`src/rtl/grid_pkg.sv`:
```
// Shared types and width helpers for the grid tile links and buffering stages.
// Latency: n/a (package only).
// Backpressure: n/a (package only).
package grid_pkg;

  // Lane width in bits: elements per sample times bits per element.
  function automatic int lane_w(input int data_size, input int sample_size);
    return data_size * sample_size;
  endfunction

  // Occupancy counter width; it must represent 0..depth inclusive.
  function automatic int cnt_w(input int depth);
    return $clog2(depth + 1);
  endfunction

  // One direction of a valid/rec handshake, as used on the tile links.
  typedef struct packed {
    logic val;
    logic rec;
  } hs_t;

endpackage

```
`src/rtl/grid_lane_fifo_if.sv`:
```
// Multi-lane sample bus with per-lane valid/rec on the upstream and downstream side.
// Latency: n/a (wiring only).
// Backpressure: in_rec from the buffer to upstream, out_rec from downstream to the buffer.
// Ports: in_data/in_val/in_rec (upstream side), out_data/out_val/out_rec (downstream side);
//        lane i occupies bits [i*W +: W] of each data vector.
interface grid_lane_fifo_if #(
  parameter int NUM_LANES = 2,
  parameter int W         = 16
);
  logic [NUM_LANES*W-1:0] in_data;
  logic [NUM_LANES-1:0]   in_val;
  logic [NUM_LANES-1:0]   in_rec;
  logic [NUM_LANES*W-1:0] out_data;
  logic [NUM_LANES-1:0]   out_val;
  logic [NUM_LANES-1:0]   out_rec;

  // master: the environment that feeds samples in and accepts them out.
  modport master (
    output in_data, in_val, out_rec,
    input  in_rec, out_data, out_val
  );

  // slave: the buffering stage itself.
  modport slave (
    input  in_data, in_val, out_rec,
    output in_rec, out_data, out_val
  );
endinterface

```
`src/rtl/lane_fifo.sv`:
```
// Single-lane FIFO: storage, wrap-around pointers, occupancy count and sticky drop flag.
// Latency: written entry appears at head one cycle after push; head is a combinational read.
// Backpressure: none internally; caller must gate push with !full and pop with !empty.
// Ports: clk, rst (async active-low), push, pop, flush, ovf (overflow attempt), in_dat,
//        head, full, empty, count, drop_err.
module lane_fifo
  import grid_pkg::*;
#(
  parameter int W     = 16,
  parameter int DEPTH = 4
) (
  input  logic                     clk,
  input  logic                     rst,
  input  logic                     push,
  input  logic                     pop,
  input  logic                     flush,
  input  logic                     ovf,
  input  logic [W-1:0]             in_dat,
  output logic [W-1:0]             head,
  output logic                     full,
  output logic                     empty,
  output logic [cnt_w(DEPTH)-1:0]  count,
  output logic                     drop_err
);

  localparam int CW = cnt_w(DEPTH);
  localparam int PW = $clog2(DEPTH);

  logic [W-1:0]  mem [DEPTH];
  logic [PW-1:0] wr_ptr;
  logic [PW-1:0] rd_ptr;

  // DEPTH need not be a power of two, so wrap explicitly at DEPTH-1.
  function automatic logic [PW-1:0] ptr_next(input logic [PW-1:0] p);
    return (p == PW'(DEPTH - 1)) ? '0 : p + PW'(1);
  endfunction

  assign full  = (count == CW'(DEPTH));
  assign empty = (count == '0);
  assign head  = mem[rd_ptr];

  // Storage is cleared only by reset; flush just rewinds the pointers.
  always_ff @(posedge clk or negedge rst) begin
    if (!rst) begin
      for (int i = 0; i < DEPTH; i++) mem[i] <= '0;
    end else if (push && !flush) begin
      mem[wr_ptr] <= in_dat;
    end
  end

  always_ff @(posedge clk or negedge rst) begin
    if (!rst) begin
      wr_ptr   <= '0;
      rd_ptr   <= '0;
      count    <= '0;
      drop_err <= 1'b0;
    end else if (flush) begin
      wr_ptr   <= '0;
      rd_ptr   <= '0;
      count    <= '0;
      drop_err <= 1'b0;
    end else begin
      if (push) wr_ptr <= ptr_next(wr_ptr);
      if (pop)  rd_ptr <= ptr_next(rd_ptr);
      if (push && !pop)      count <= count + CW'(1);
      else if (pop && !push) count <= count - CW'(1);
      if (ovf) drop_err <= 1'b1;
    end
  end

endmodule

```
`src/rtl/grid_lane_fifo.sv`:
```
// Multi-lane inter-tile buffer with independent or lockstep release, flush and drop flags.
// Latency: one cycle from accepted push to out_val; no combinational bypass.
// Backpressure: in_rec drops when a lane is full, disabled or flushing; never depends on out_rec.
// Ports: clk, rst (async active-low), enable, flush, lockstep, lane_if (slave: in_/out_
//        data/val/rec per lane), count (CW bits per lane), drop_err (sticky per lane).
module grid_lane_fifo
  import grid_pkg::*;
#(
  parameter int DATA_SIZE   = 4,
  parameter int SAMPLE_SIZE = 4,
  parameter int NUM_LANES   = 2,
  parameter int DEPTH       = 4
) (
  input  logic                                clk,
  input  logic                                rst,
  input  logic                                enable,
  input  logic                                flush,
  input  logic                                lockstep,
  grid_lane_fifo_if.slave                     lane_if,
  output logic [NUM_LANES*cnt_w(DEPTH)-1:0]   count,
  output logic [NUM_LANES-1:0]                drop_err
);

  localparam int W  = lane_w(DATA_SIZE, SAMPLE_SIZE);
  localparam int CW = cnt_w(DEPTH);

  logic [NUM_LANES-1:0]   full;
  logic [NUM_LANES-1:0]   empty;
  logic [NUM_LANES-1:0]   push;
  logic [NUM_LANES-1:0]   pop;
  logic [NUM_LANES-1:0]   ovf;
  logic [NUM_LANES*W-1:0] head_dat;
  hs_t  [NUM_LANES-1:0]   up_hs;
  hs_t  [NUM_LANES-1:0]   dn_hs;
  logic                   all_ne;
  logic                   all_rec;
  logic                   run;

  // run folds in rst so handshakes read 0 while reset is held, independent of enable.
  assign run     = rst & enable & ~flush;
  assign all_ne  = ~|empty;
  assign all_rec = &lane_if.out_rec;

  always_comb begin
    up_hs = '0;
    dn_hs = '0;
    push  = '0;
    pop   = '0;
    ovf   = '0;
    for (int i = 0; i < NUM_LANES; i++) begin
      up_hs[i].val = lane_if.in_val[i];
      up_hs[i].rec = run & ~full[i];
      dn_hs[i].rec = lane_if.out_rec[i];
      // Lockstep presents every lane only when all of them hold data.
      dn_hs[i].val = lockstep ? (run & all_ne) : (run & ~empty[i]);
      push[i] = up_hs[i].val & up_hs[i].rec;
      // In lockstep a lane pops only together with all others.
      pop[i]  = lockstep ? (dn_hs[i].val & all_rec) : (dn_hs[i].val & dn_hs[i].rec);
      ovf[i]  = run & up_hs[i].val & full[i];
    end
  end

  always_comb begin
    lane_if.in_rec  = '0;
    lane_if.out_val = '0;
    for (int i = 0; i < NUM_LANES; i++) begin
      lane_if.in_rec[i]  = up_hs[i].rec;
      lane_if.out_val[i] = dn_hs[i].val;
    end
  end

  assign lane_if.out_data = head_dat;

  for (genvar g = 0; g < NUM_LANES; g++) begin : g_lane
    lane_fifo #(
      .W     (W),
      .DEPTH (DEPTH)
    ) u_lane (
      .clk      (clk),
      .rst      (rst),
      .push     (push[g]),
      .pop      (pop[g]),
      .flush    (flush),
      .ovf      (ovf[g]),
      .in_dat   (lane_if.in_data[g*W +: W]),
      .head     (head_dat[g*W +: W]),
      .full     (full[g]),
      .empty    (empty[g]),
      .count    (count[g*CW +: CW]),
      .drop_err (drop_err[g])
    );
  end

endmodule

```
`src/flat_wrapper.sv`:
```
// flat-port wrapper written by rule: the top's interface ports become plain ports
module grid_lane_fifo_flat import grid_pkg::*;
#(
  parameter int DATA_SIZE   = 4,
  parameter int SAMPLE_SIZE = 4,
  parameter int NUM_LANES   = 2,
  parameter int DEPTH       = 4
)
  (clk, rst, enable, flush, lockstep, count, drop_err, lane_if_in_data, lane_if_in_val, lane_if_out_rec, lane_if_in_rec, lane_if_out_data, lane_if_out_val);
  grid_lane_fifo_if #(.NUM_LANES(NUM_LANES), .W((16))) lane_if_i ();
  input  logic clk;
  input  logic rst;
  input  logic enable;
  input  logic flush;
  input  logic lockstep;
  output logic [NUM_LANES*cnt_w(DEPTH)-1:0] count;
  output logic [NUM_LANES-1:0] drop_err;
  input wire logic [$bits(lane_if_i.in_data)-1:0] lane_if_in_data;
  input wire logic [$bits(lane_if_i.in_val)-1:0] lane_if_in_val;
  input wire logic [$bits(lane_if_i.out_rec)-1:0] lane_if_out_rec;
  output wire logic [$bits(lane_if_i.in_rec)-1:0] lane_if_in_rec;
  output wire logic [$bits(lane_if_i.out_data)-1:0] lane_if_out_data;
  output wire logic [$bits(lane_if_i.out_val)-1:0] lane_if_out_val;
  assign lane_if_i.in_data = lane_if_in_data;
  assign lane_if_i.in_val = lane_if_in_val;
  assign lane_if_i.out_rec = lane_if_out_rec;
  assign lane_if_in_rec = lane_if_i.in_rec;
  assign lane_if_out_data = lane_if_i.out_data;
  assign lane_if_out_val = lane_if_i.out_val;
  grid_lane_fifo #(.DATA_SIZE(DATA_SIZE), .SAMPLE_SIZE(SAMPLE_SIZE), .NUM_LANES(NUM_LANES), .DEPTH(DEPTH)) u_core (.clk(clk), .rst(rst), .enable(enable), .flush(flush), .lockstep(lockstep), .lane_if(lane_if_i), .count(count), .drop_err(drop_err));
endmodule
```
`config.mk`:
```
export PLATFORM = sky130hd
export DESIGN_NAME = grid_lane_fifo_flat
export DESIGN_NICKNAME = d
export VERILOG_FILES = /design/src/rtl/grid_pkg.sv /design/src/rtl/grid_lane_fifo_if.sv /design/src/rtl/lane_fifo.sv /design/src/rtl/grid_lane_fifo.sv /design/src/flat_wrapper.sv
export SDC_FILE = /design/constraint.sdc
export NUM_CORES = 1
export LEC_CHECK = 0
export ABC_AREA = 1
export CAP_MARGIN = 20
export CORE_MARGIN = 3
export CORE_UTILIZATION = 37
export CTS_BUF_LIST = sky130_fd_sc_hd__clkbuf_16
export DETAILED_ROUTE_END_ITERATION = 7
export GPL_ROUTABILITY_DRIVEN = 0
export SETUP_SLACK_MARGIN = 0.3
export SLEW_MARGIN = 5
export SYNTH_ARGS = -nofsm -noshare
export SYNTH_HDL_FRONTEND = slang
export SYNTH_SLANG_ARGS = --single-unit
```
`constraint.sdc`:
```
create_clock -name clk -period 2.41 [get_ports clk]
set_input_delay 0.241 -clock clk [delete_from_list [all_inputs] [get_ports clk]]
set_output_delay 0.241 -clock clk [all_outputs]
set_load 0.1 [all_outputs]
```
# [Word level (Yosys, flattened, before mapping)]
# Cells that the tools add are included.
[word_totals] word_cells=126 output_inout_bits=44 input_bits=41 regBits=144
[op_classes] mux=38 magnitude_cmp=6 eq_ne=6 bitwise_logic=26 add_sub_neg=8 n_reduce_logical=26
[op_table] cell="bitwise mux 64 bit" count=2
[op_table] cell="2-to-1 mux 16 bit" count=6
[op_table] cell="binary-select mux 16 bit (select 2 bit)" count=2
[op_table] cell="demux 16 bit (select 2 bit)" count=2
[op_table] cell="2-to-1 mux 2 bit" count=12
[op_table] cell="2-to-1 mux 3 bit" count=6
[op_table] cell="bitwise AND 1 bit" count=17
[op_table] cell=">= comparator 3 bit (second input constant)" count=4
[op_table] cell="inverter 2 -> 3 bit" count=4
[op_table] cell="nonzero test 2 bit" count=6
[op_table] cell="adder 2 x 1 -> 2 bit (second input constant)" count=4
[op_table] cell="== test 2 bit (second input constant)" count=4
[op_table] cell="logical AND 1 bit" count=8
[op_table] cell="2-to-1 mux 1 bit" count=8
[op_table] cell="adder 3 x 1 -> 3 bit (second input constant)" count=2
[op_table] cell="== test 3 bit (second input constant)" count=2
[op_table] cell="logical NOT 1 bit" count=6
[op_table] cell="logical NOT 3 bit" count=2
[op_table] cell="< comparator 3 x 1 -> 1 bit (second input constant)" count=2
[op_table] cell="nonzero test 3 bit" count=2
[op_table] cell="subtractor 3 x 1 -> 3 bit (second input constant)" count=2
[op_table] cell="inverter 1 bit" count=5
[op_table] cell="AND reduction 2 bit" count=1
[op_table] cell="OR reduction 2 bit" count=1

# [Longest topological paths before layout]
# Gate-level depths: netlist of the first run.
[logic_depth] depth_word=11 ltp_mapped=12 depth_no_buf=12

# [Modules after synthesis]
# From an unflattened synthesis of the first run, not the netlist that was laid out.
[unflattened] hier_cells=768 hier_area_um2=6482.5
[modules_own_cells] module="lane_fifo (u_core.g_lane[0].u_lane)" cells_per_inst=372 instances=1 area_each_um2=3188.1
[modules_own_cells] module="lane_fifo (u_core.g_lane[1].u_lane)" cells_per_inst=371 instances=1 area_each_um2=3184.3
[modules_own_cells] module="grid_lane_fifo" cells_per_inst=25 instances=1 area_each_um2=110.1

# [Worst setup path before layout of the first run]
# Ideal clock, no wire load.
[synth_timing] path_type="reg-to-reg" startpoint="register u_core.g_lane[0].u_lane.count[2]" endpoint="register u_core.g_lane[1].u_lane.count[2]" synth_period_minus_slack_ps=3437 path_stages_with_launch=13 setup_slack_ps=-1027 arrival_time_ps=3316 path_cell_list="dfrtp_1 inv_1 nand2_1 inv_1 a21oi_2 nand2_1 nand2_1 inv_1 fa_1 inv_1 nand2_1 nand3_1 nand2_1"
[synth_via] elab_chain_len=11
[synth_rtl] element="from (decl)" line_no="lane_fifo.sv:22" text="output logic [cnt_w(DEPTH)-1:0] count,"
[synth_rtl] element="from (signal assigned)" line_no="lane_fifo.sv:65" text="if (push && !pop) count <= count + CW'(1);"
[synth_rtl] element="from (signal assigned)" line_no="lane_fifo.sv:66" text="else if (pop && !push) count <= count - CW'(1);"
[synth_rtl] element="logical NOT 3 bit (*)" line_no="lane_fifo.sv:39" text="assign empty = (count == '0);"
[synth_rtl] element="OR reduction 2 bit (*)" line_no="grid_lane_fifo.sv:41" text="assign all_ne = ~|empty;"
[synth_rtl] element="logical NOT 1 bit (*)" line_no="grid_lane_fifo.sv:41"
[synth_rtl] element="bitwise AND 1 bit (*)" line_no="grid_lane_fifo.sv:55" text="dn_hs[i].val = lockstep ? (run & all_ne) : (run & ~empty[i]);"
[synth_rtl] element="2-to-1 mux 1 bit (*)" line_no="grid_lane_fifo.sv:55"
[synth_rtl] element="via lane_if_out_val[1]" line_no="flat_wrapper.sv:23" text="output wire logic [$bits(lane_if_i.out_val)-1:0] lane_if_out_val;"
[synth_rtl] element="bitwise AND 1 bit" line_no="grid_lane_fifo.sv:58" text="pop[i] = lockstep ? (dn_hs[i].val & all_rec) : (dn_hs[i].val & dn_hs[i].rec);"
[synth_rtl] element="2-to-1 mux 1 bit (*)" line_no="grid_lane_fifo.sv:58"
[synth_rtl] element="logical NOT 1 bit" line_no="lane_fifo.sv:65"
[synth_rtl] element="logical AND 1 bit" line_no="lane_fifo.sv:65"
[synth_rtl] element="2-to-1 mux 3 bit" line_no="lane_fifo.sv:65"
[synth_rtl] element="2-to-1 mux 3 bit" line_no="lane_fifo.sv:57" text="end else if (flush) begin"
[synth_rtl] element="to (signal assigned)" line_no="lane_fifo.sv:65"
[synth_rtl] element="to (signal assigned)" line_no="lane_fifo.sv:66"
[synth_rtl] element="to (decl)" line_no="lane_fifo.sv:22"
# Mark *: on every way through the listed nets, which the timed path passes. The rest lies on a longest branch.
# A chain may end at the register's enable or synchronous reset.

# [Worst setup path in the final report of the first run]
[layout_timing] startpoint="register u_core.g_lane[1].u_lane.rd_ptr[0]" endpoint="output lane_if_out_data[29]"
[layout_via] elab_chain_len=4
[layout_rtl] element="from (decl)" line_no="lane_fifo.sv:31" text="logic [PW-1:0] rd_ptr;"
[layout_rtl] element="from (signal assigned)" line_no="lane_fifo.sv:64" text="if (pop) rd_ptr <= ptr_next(rd_ptr);"
[layout_rtl] element="inverter 2 -> 3 bit (not written as such)" line_no="lane_fifo.sv:40" text="assign head = mem[rd_ptr];"
[layout_rtl] element="binary-select mux 16 bit (select 2 bit)" line_no="lane_fifo.sv:40"
[layout_rtl] element="2-to-1 mux 16 bit (not written as such) (2 in a row)" line_no="lane_fifo.sv:40"
[layout_rtl] element="to (decl)" line_no="flat_wrapper.sv:22" text="output wire logic [$bits(lane_if_i.out_data)-1:0] lane_if_out_data;"
# No other way between the ends. The select of a mux whose other input is x is not followed.

==> summary.md, run 1 <==
| Metric | Value |
|---|---|
| Ports | `85` |
| F_max | `502 MHz` |
| YS warnings | `0` |
| IO Port Bufs | `84` |
| Tot GR Track Use | `16.8%` |
| Final #Nets | `just over 800` |
| Detailed Route WL | `16500 µm` |
| Pleak | `0.00441 µW` |
| Mapped Nets | `739` |
| Share of layout cells above drive strength 1 | `28.6%` |
| Final core occ | `50.9%` |
| Fin crit period | `1.99 ns` |
| Fin. Hold Viols | `0` |
| Worst-path clk slew | `0.06 ns` |
| Placed cell area | `8580 µm²` |
| Worst setup SP type | `register` |
| Antenna cells | `0` |
| Hold WC Path Type | `in -> async` |
| H-tree depth | `4` |
| CP delay by family, top | `buffers and inverters` |
| Crit path max-delay cell type | `dfrtp_1` |
| Seq/Total Area, Yosys | `52.2%` |
| Final antenna-violating net count | `0` |
| Max_slew headroom | `38.6%` |
| Skew-Pair Late Insertion Delay | `about 0.41 ns` |
| Critical Path Fanout Max | `30` |
| PD cells | `roughly 880 nW/µm²` |
| Worst path depth | `5` |
| Final worst slack | `0.418 ns` |
| Int Pwr | `5330 µW` |
| Grt ovf | `0` |
| Seq cells post-synth | `around 140` |
| Psw | `roughly 2800 µW` |
| Initial DRC Count | `between 300 and 400` |
| RSZ-0062 raised after global routing | `false` |
| Setup slack at placement | `0.117 ns` |
| Reg2reg path depth | `11` |
| Seq pwr share | `34.0%` |
| Switch share | `approximately 35%` |
| Largest net degree at the start of global routing | `74` |
| Antenna violations before repair | `0` |
| Sink Count | `around 140` |
| Layout area overhead | `34.0%` |
| First-pass DRT Iterations | `5` |
| WS Path Type | `reg -> out` |
| Wirelength per Cell | `about 16 µm` |
| Crit path required time | `2.17 ns` |
| Tot Pwr | `8160 µW` |
| Cell variety after synth | `28` |
| Vias in the first global route | `5361` |
| First-pass GRT wire length | `27200 µm` |
| Combinational power share | `between 30% and 40%` |
| VDD IR-drop max | `0.000486 V` |
| Crit share post-route | `82.6%` |
| Row cnt | `between 40 and 50` |
| Crit path cell chain | `inv_1 -> buf_6 -> o21ai_0 -> o22ai_2 -> buf_12` |
| Final-report setup violation count | `0` |
| Worst EP arrival | `1.75 ns` |
| Initial Util | `38.0%` |
| Post-route DRC | `0` |
| CTS tree | `done` |
| Crit path buf inv count | `3` |
| CTS Root Cell | `clkbuf_16` |
| Total CTS buffers | `17` |
| Chip Width | `between 100 and 150 µm` |
| Worst-case clock skew | `between 0.005 and 0.006 ns` |
| Clock Path Buffers | `2` |
| Worst path max stage delay | `between 0.3 and 0.4 ns` |
| Mapped Area | `6900 µm²` |
| Core area | `18100 µm²` |
| Vias | `5227` |
| Final Max Tran Viols | `0` |
| Detail Placement HPWL | `roughly 11000 µm` |
| Post-Synthesis Cells | `686` |
| Die area | `slightly above 20000 µm²` |
| Die Y | `143 µm` |
| Slew @ Worst Pin | `roughly 0.9 ns` |
| Status | `finished, final reports clean` |
| Crit. End Element | `output port` |
| Clock power share | `32.9%` |
| Syn Area/Cell | `just over 10 µm²` |
| Max-cap violations | `0` |
| Via density | `between 5 and 6` |
| Design area | `around 9200 µm²` |
## layout by cell type, fill, tap and decap left out, drive strengths merged
| cell type | n |
|---|---|
| clkinv | 8 |
| clkbuf | 17 |
| nand4 | 2 |
| dfrtp | 144 |
| nor2 | 77 |
| clkinvlp | 4 |
| ha | 10 |
| bufinv | 4 |
| nand2 | 103 |
| a211oi | 1 |
| o31ai | 3 |
| inv | 51 |
| buf | 66 |
| fa | 2 |
| o21ai | 138 |
| mux2 | 64 |
| dlygate4sd3 | 1 |
| o22ai | 33 |
| a21oi | 5 |
| nand3 | 16 |
| clkdlybuf4s50 | 39 |
## layout make-up
type / count / area (µm²)
timing repair buffer: 106 / 1400
multi-input combinational: 454 / 3120
sequential: 144 / 3630
clock inverter: 15 / 176
tap: 229 / 287
clock buffer: 17 / 425
inverter: 52 / 214
fill: 1634 / 8900
## state kept, by name, indices dropped and copies added, names as in the netlist
name and count:
u_core.g_lane.u_lane.wr_ptr 4, u_core.g_lane.u_lane.rd_ptr 4, u_core.g_lane.u_lane.drop_err 2, u_core.g_lane.u_lane.count 6
u_core.g_lane.u_lane.mem 128
## cells by family (layout without fill, tap and decap cells)
kind of cell | after synthesis | count (layout) | synth area share (%)
simple gates | 198 | 198 | 12.7
compound gates | 180 | 180 | 13.9
flops | 144 | 144 | 52.2
buf+inv | 88 | 190 | 6.10
mux | 64 | 64 | 12.6
fa+ha+maj | 12 | 12 | 2.39
## worst register-to-register path, cell delays in order, from the launching register on
cell,delay [ns]
dfrtp_4,0.45
inv_2,0.05
nand2_2,0.09
nand2_2,0.08
o21ai_4,0.20
nand2_2,0.10
nand2_4,0.12
inv_2,0.04
fa_2,0.51
nor2_1,0.04
nand2_1,0.05
o21ai_1,0.06
## final timing paths
check                                                                    from                                            to  slack (ns)
worst max-delay path            u_core.g_lane[1].u_lane.rd_ptr[0]$_DFFE_PN0P_                          lane_if_out_data[29]        0.42
worst min-delay path                                                      rst   u_core.g_lane[0].u_lane.mem[46]$_DFFE_PN0P_        0.08
worst max register to register   u_core.g_lane[0].u_lane.count[2]$_DFFE_PN0P_  u_core.g_lane[0].u_lane.count[1]$_DFFE_PN0P_        0.51
worst min register to register    u_core.g_lane[1].u_lane.mem[44]$_DFFE_PN0P_   u_core.g_lane[1].u_lane.mem[44]$_DFFE_PN0P_        0.48
max in group asynchronous                                                 rst  u_core.g_lane[0].u_lane.count[0]$_DFFE_PN0P_        0.77
min in group clk                                                          rst  u_core.g_lane[1].u_lane.drop_err$_DFFE_PN0P_        0.31
## power groups by stage
stage / logic, µW / registers [µW] / clock network, µW
floorplan: 1690 / 2850 / 0
global placement: 2680 / 2800 / 0
detailed placement: 2710 / 2810 / 0
CTS: 2730 / 2770 / 2760
global route: 2820 / 2800 / 2870
finish: 2700 / 2770 / 2680
## layer usage
layer	part of all wire (%)	track usage, %	vias to the layer above
met5	0	0	-
met4	1.1	4.80	0
met3	4.6	3.83	16
met2	51	28.8	127
met1	44	21.3	2591
li1	-	-	2493
## cell usage after synthesis
cell type / n / area share [%]
dfrtp_1: 144 / 52
o21ai_0: 129 / 9.4
nand2_1: 100 / 5.4
nor2_1: 70 / 3.8
inv_1: 51 / 2.8
mux2_4: 40 / 8.7
o22ai_1: 33 / 3.0
mux2_2: 24 / 3.9
clkbuf_1: 21 / 1.1
nand3_1: 16 / 1.2
ha_1: 10 / 1.8
buf_2: 8 / 0.58
o21ai_1: 8 / 0.58
nor2_8: 5 / 1.5
a21oi_1: 4 / 0.29
buf_12: 4 / 1.2
o31ai_1: 3 / 0.33
buf_4: 2 / 0.22
fa_1: 2 / 0.58
nand2_2: 2 / 0.18
nand4_1: 2 / 0.18
nor2_4: 2 / 0.33
a211oi_1: 1 / 0.11
a21oi_2: 1 / 0.13
buf_1: 1 / 0.054
inv_8: 1 / 0.16
nand2_4: 1 / 0.16
o21ai_2: 1 / 0.13
## per-stage QoR
step                cells  setup TNS [ns]  hold WS (ns)
floorplan             686          -0.356       -0.0546
CTS                  1017               0         0.113
global placement      982               0        0.0296
finish               1017               0        0.0841
detailed placement    982               0        0.0300
global route         1017               0         0.159
## repair_timing
item                       CTS  global route
setup endpoints to repair   24            25
setup buffers                2             0
gates resized for setup      3             2
pin swaps                    0             0
hold endpoints to repair     1             0
hold buffers                 1             0
gates cloned                 0             0
Power figures use the tool's default switching activity.
==> run 2, diff against run 1 <==
==> constraint.sdc (replaced) <==
create_clock -name clk -period 1.6 [get_ports clk]
set_input_delay 0.16 -clock clk [delete_from_list [all_inputs] [get_ports clk]]
set_output_delay 0.16 -clock clk [all_outputs]
set_load 0.1 [all_outputs]
==> run 2 against run 1 <==
The flow now finishes with violations (hold timing, setup timing). Sequential power is 56% higher. Register-to-register slack lost 0.77 ns. Sequential share of layout area is 11 points lower. Die area stayed put. Total power up 62%. Global-route usage grew 5.3 points. Wire length up 35%. Critical path depth increased by 6. First-iteration DRC count grew 1.3%. Worst setup slack worse by 0.68 ns. Sequential cell count unchanged. Clock skew up 0.0039 ns. Highest routed layer unchanged.
==> summary.md, run 2 (synthesized netlist as in run 1, its figures left out) <==
| Metric | Value |
|---|---|
| Status | `finished, violations left` |
| Layout area overhead | `83.5%` |
| Placed Instances | `1034 (+5.3%)` |
| Tot GR Track Use | `22.1% (+5.3 points)` |
| Crit share post-route | `116%` |
| H-tree depth | `4 (unchanged)` |
| Reg area | `3630 µm² (+0.14%)` |
| Worst path depth | `11 (+6)` |
| Failing checks | `hold timing, setup timing` |
| WS Path Type | `reg -> reg` |
| IO Port Bufs | `84 (unchanged)` |
| Detailed Route WL | `22300 µm (+35%)` |
| Skew-Pair Late Insertion Delay | `0.42 ns (about the same)` |
| Chip Width | `143 µm (unchanged)` |
| Seq pwr share | `32.7% (-1.3 points)` |
| Core area | `18100 µm² (unchanged)` |
| Placed cell area | `9990 µm² (+16%)` |
| Multi-input gate area | `4820 µm² (+54%)` |
| First-pass GRT wire length | `35100 µm (+29%)` |
| Worst-path clk slew | `0.06 ns (about the same)` |
| Total Neg Setup Slack | `-26.53 ns (-26.53 ns)` |
| Clock Path Buffers | `2 (unchanged)` |
| Pleak | `0.00556 µW (+26%)` |
| Crit path buf inv count | `1 (-2)` |
| Post-route DRC | `0 (unchanged)` |
| Initial DRC Count | `305 (+1.3%)` |
| RSZ-0062 raised after global routing | `true` |
| Total CTS buffers | `17 (unchanged)` |
| Slew @ Worst Pin | `0.597 ns (-0.324 ns)` |
| Antenna cells | `0 (unchanged)` |
| Met3 routed WL | `739 µm (-2.4%)` |
| Non-Filler Instances | `1124 (+11%)` |
| Max-cap violations | `0 (unchanged)` |
| Commonest non-fill, non-tap cells in the layout | `134 x dfrtp_1, 71 x buf_12, 69 x o21ai_2, 64 x mux2_4, 59 x nand2_4` |
| WL met2 | `11800 µm (+42%)` |
| CTS Root Cell | `clkbuf_16` |
| Fin. Hold Viols | `35 (+35)` |
| Grt ovf | `0 (unchanged)` |
| CP delay by family, top | `simple AND/OR/NAND/NOR gates` |
| Design area | `12700 µm² (+37%)` |
| Via density | `5.32 (+3.4%)` |
| Vias in the first global route | `6566 (+22%)` |
| Detail Placement HPWL | `12100 µm (+13%)` |
| Most flops, register | `u_core.g_lane.u_lane.mem` |
| Switch share | `36.3% (+1.7 points)` |
| Hold WC Path Type | `in -> async` |
| Clock power share | `29.8% (-3.1 points)` |
| Crit path required time | `1.94 ns (-0.23 ns)` |
| R2R Setup Slk | `-0.26 ns (-0.77 ns)` |
| Setup slack at placement | `-0.550 ns (-0.667 ns)` |
| Fillers | `1216 (-26%)` |
| Wirelength per Cell | `19.8 µm (+22%)` |
| Final Max Tran Viols | `0 (unchanged)` |
| Vias | `5976 (+14%)` |
| CTS tree | `done` |
| Critical Path Fanout Max | `2 (-93%)` |
| Sink Count | `144 (unchanged)` |
| Crit. End Element | `register` |
| Combinational power share | `37.5% (+4.4 points)` |
| Psw | `4790 µW (+70%)` |
| Reg2reg path depth | `11 (unchanged)` |
| Final Hold Slack | `-0.163 ns (-0.247 ns)` |
| VDD IR-drop max | `0.000821 V (+69%)` |
| Antenna violations before repair | `0 (unchanged)` |
| Largest net degree at the start of global routing | `108 (+46%)` |
| Ports | `85 (unchanged)` |
| First-pass DRT Iterations | `4 (-1)` |
| Final #Nets | `936 (+13%)` |
| Initial Util | `38.0% (unchanged)` |
| Crit path cell chain | `nor2_4 -> nand2_4 -> nand2_4 -> o21ai_4 -> nand2_4 -> nand2_4 -> inv_2 -> fa_2 -> nor2_2 -> nand2_1 -> o21ai_1` |
| Worst EP arrival | `2.19 ns (+0.44 ns)` |
| Crit path max-delay cell type | `dfrtp_4` |
| CTS Hold Bufs | `1 (unchanged)` |
| Most used cell, CP | `nand2_4` |
| F_max | `538 MHz` |
| Final-report setup violation count | `170 (+170)` |
| Max_slew headroom | `60.2% (+22 points)` |
| Final antenna-violating net count | `0 (unchanged)` |
| WL met1 | `9160 µm (+28%)` |
| Row cnt | `49 (unchanged)` |
| Worst setup SP type | `register` |
| Share of layout cells above drive strength 1 | `63.8% (+35 points)` |
| Int Pwr | `8410 µW (+58%)` |
| Top flop regs | `u_core.g_lane.u_lane.mem (128), u_core.g_lane.u_lane.count (6)` |
| Commonest non-fill, non-tap cell in the layout | `dfrtp_1` |
| Highest routed layer | `met4` |
| Final worst slack | `-0.257 ns (-0.676 ns)` |
| Largest register FFs | `128 (unchanged)` |
| Fin crit period | `around 1.9 ns` |
| Worst path max stage delay | `0.49 ns (+0.12 ns)` |
| Worst-case clock skew | `0.00931 ns (+0.00387 ns)` |
| Die area | `20300 µm² (unchanged)` |
| PD cells | `1040 nW/µm² (+18%)` |
| Die Y | `143 µm (unchanged)` |
run 2: what timing repair did:
item,CTS,global route
gates resized for setup,225,154
endpoints found under the setup margin,184,186
endpoints found under the hold margin,37,35
pin swaps,33,32
buffers inserted,33,9
cloned,15,1
run 2: power by group through the flow:
stage / Clock (µW) / Sequential [µW] / Combinational (µW)
floorplan: 0 / 4330 / 2840
global placement: 0 / 4260 / 4460
detailed placement: 0 / 4270 / 4500
CTS: 3980 / 4260 / 4760
global route: 4170 / 4350 / 5150
finish: 3940 / 4320 / 4940
run 2: worst paths after layout:
check	start	end
max	u_core.g_lane[1].u_lane.count[1]$_DFFE_PN0P_	u_core.g_lane[0].u_lane.count[1]$_DFFE_PN0P_
max reg2reg	u_core.g_lane[1].u_lane.count[1]$_DFFE_PN0P_	u_core.g_lane[0].u_lane.count[1]$_DFFE_PN0P_
min	rst	u_core.g_lane[1].u_lane.mem[34]$_DFFE_PN0P_
min reg2reg	u_core.g_lane[1].u_lane.mem[48]$_DFFE_PN0P_	u_core.g_lane[1].u_lane.mem[48]$_DFFE_PN0P_
max in group asynchronous	rst	u_core.g_lane[0].u_lane.rd_ptr[0]$_DFFE_PN0P_
min in group clk	rst	u_core.g_lane[0].u_lane.drop_err$_DFFE_PN0P_
run 2: per-stage QoR:
| stage | utilization [%] | power (µW) | hold slack (ns) |
|---|---|---|---|
| 6_report | 69.7 | 13200 | -0.163 |
| 5_1_grt | 69.7 | 13700 | -0.142 |
| 4_1_cts | 65.8 | 13000 | -0.165 |
| 3_5_place_dp | 55.0 | 8780 | 0.0847 |
| 3_3_place_gp | 55.0 | 8720 | 0.0833 |
| 2_1_floorplan | - | 7170 | -0.136 |
run 2: per-layer routing:
metal,GRT usage [%],up-vias
met4,7.40,0
li1,-,2740
met3,4.33,38
met5,0,-
met1,28.1,3066
met2,37.8,132
run 2: area by class of cell:
class,count,area share (%)
Tap cell,229,2.26
Clock buffer,17,3.36
Inverter,52,1.94
Timing Repair Buffer,214,24.5
Multi-Input combinational cell,454,38.1
Sequential cell,144,28.7
Clock inverter,14,1.20
==> run 3, diff against run 2 <==
--- a/config.mk
+++ b/config.mk
@@ -6,7 +6,6 @@
 export NUM_CORES = 1
 export LEC_CHECK = 0
 export ABC_AREA = 1
-export CAP_MARGIN = 20
 export CORE_MARGIN = 3
 export CORE_UTILIZATION = 37
 export CTS_BUF_LIST = sky130_fd_sc_hd__clkbuf_16
==> results of run 3 <==
Same layout as run 2: the final DEF is identical, and so are final timing and power.
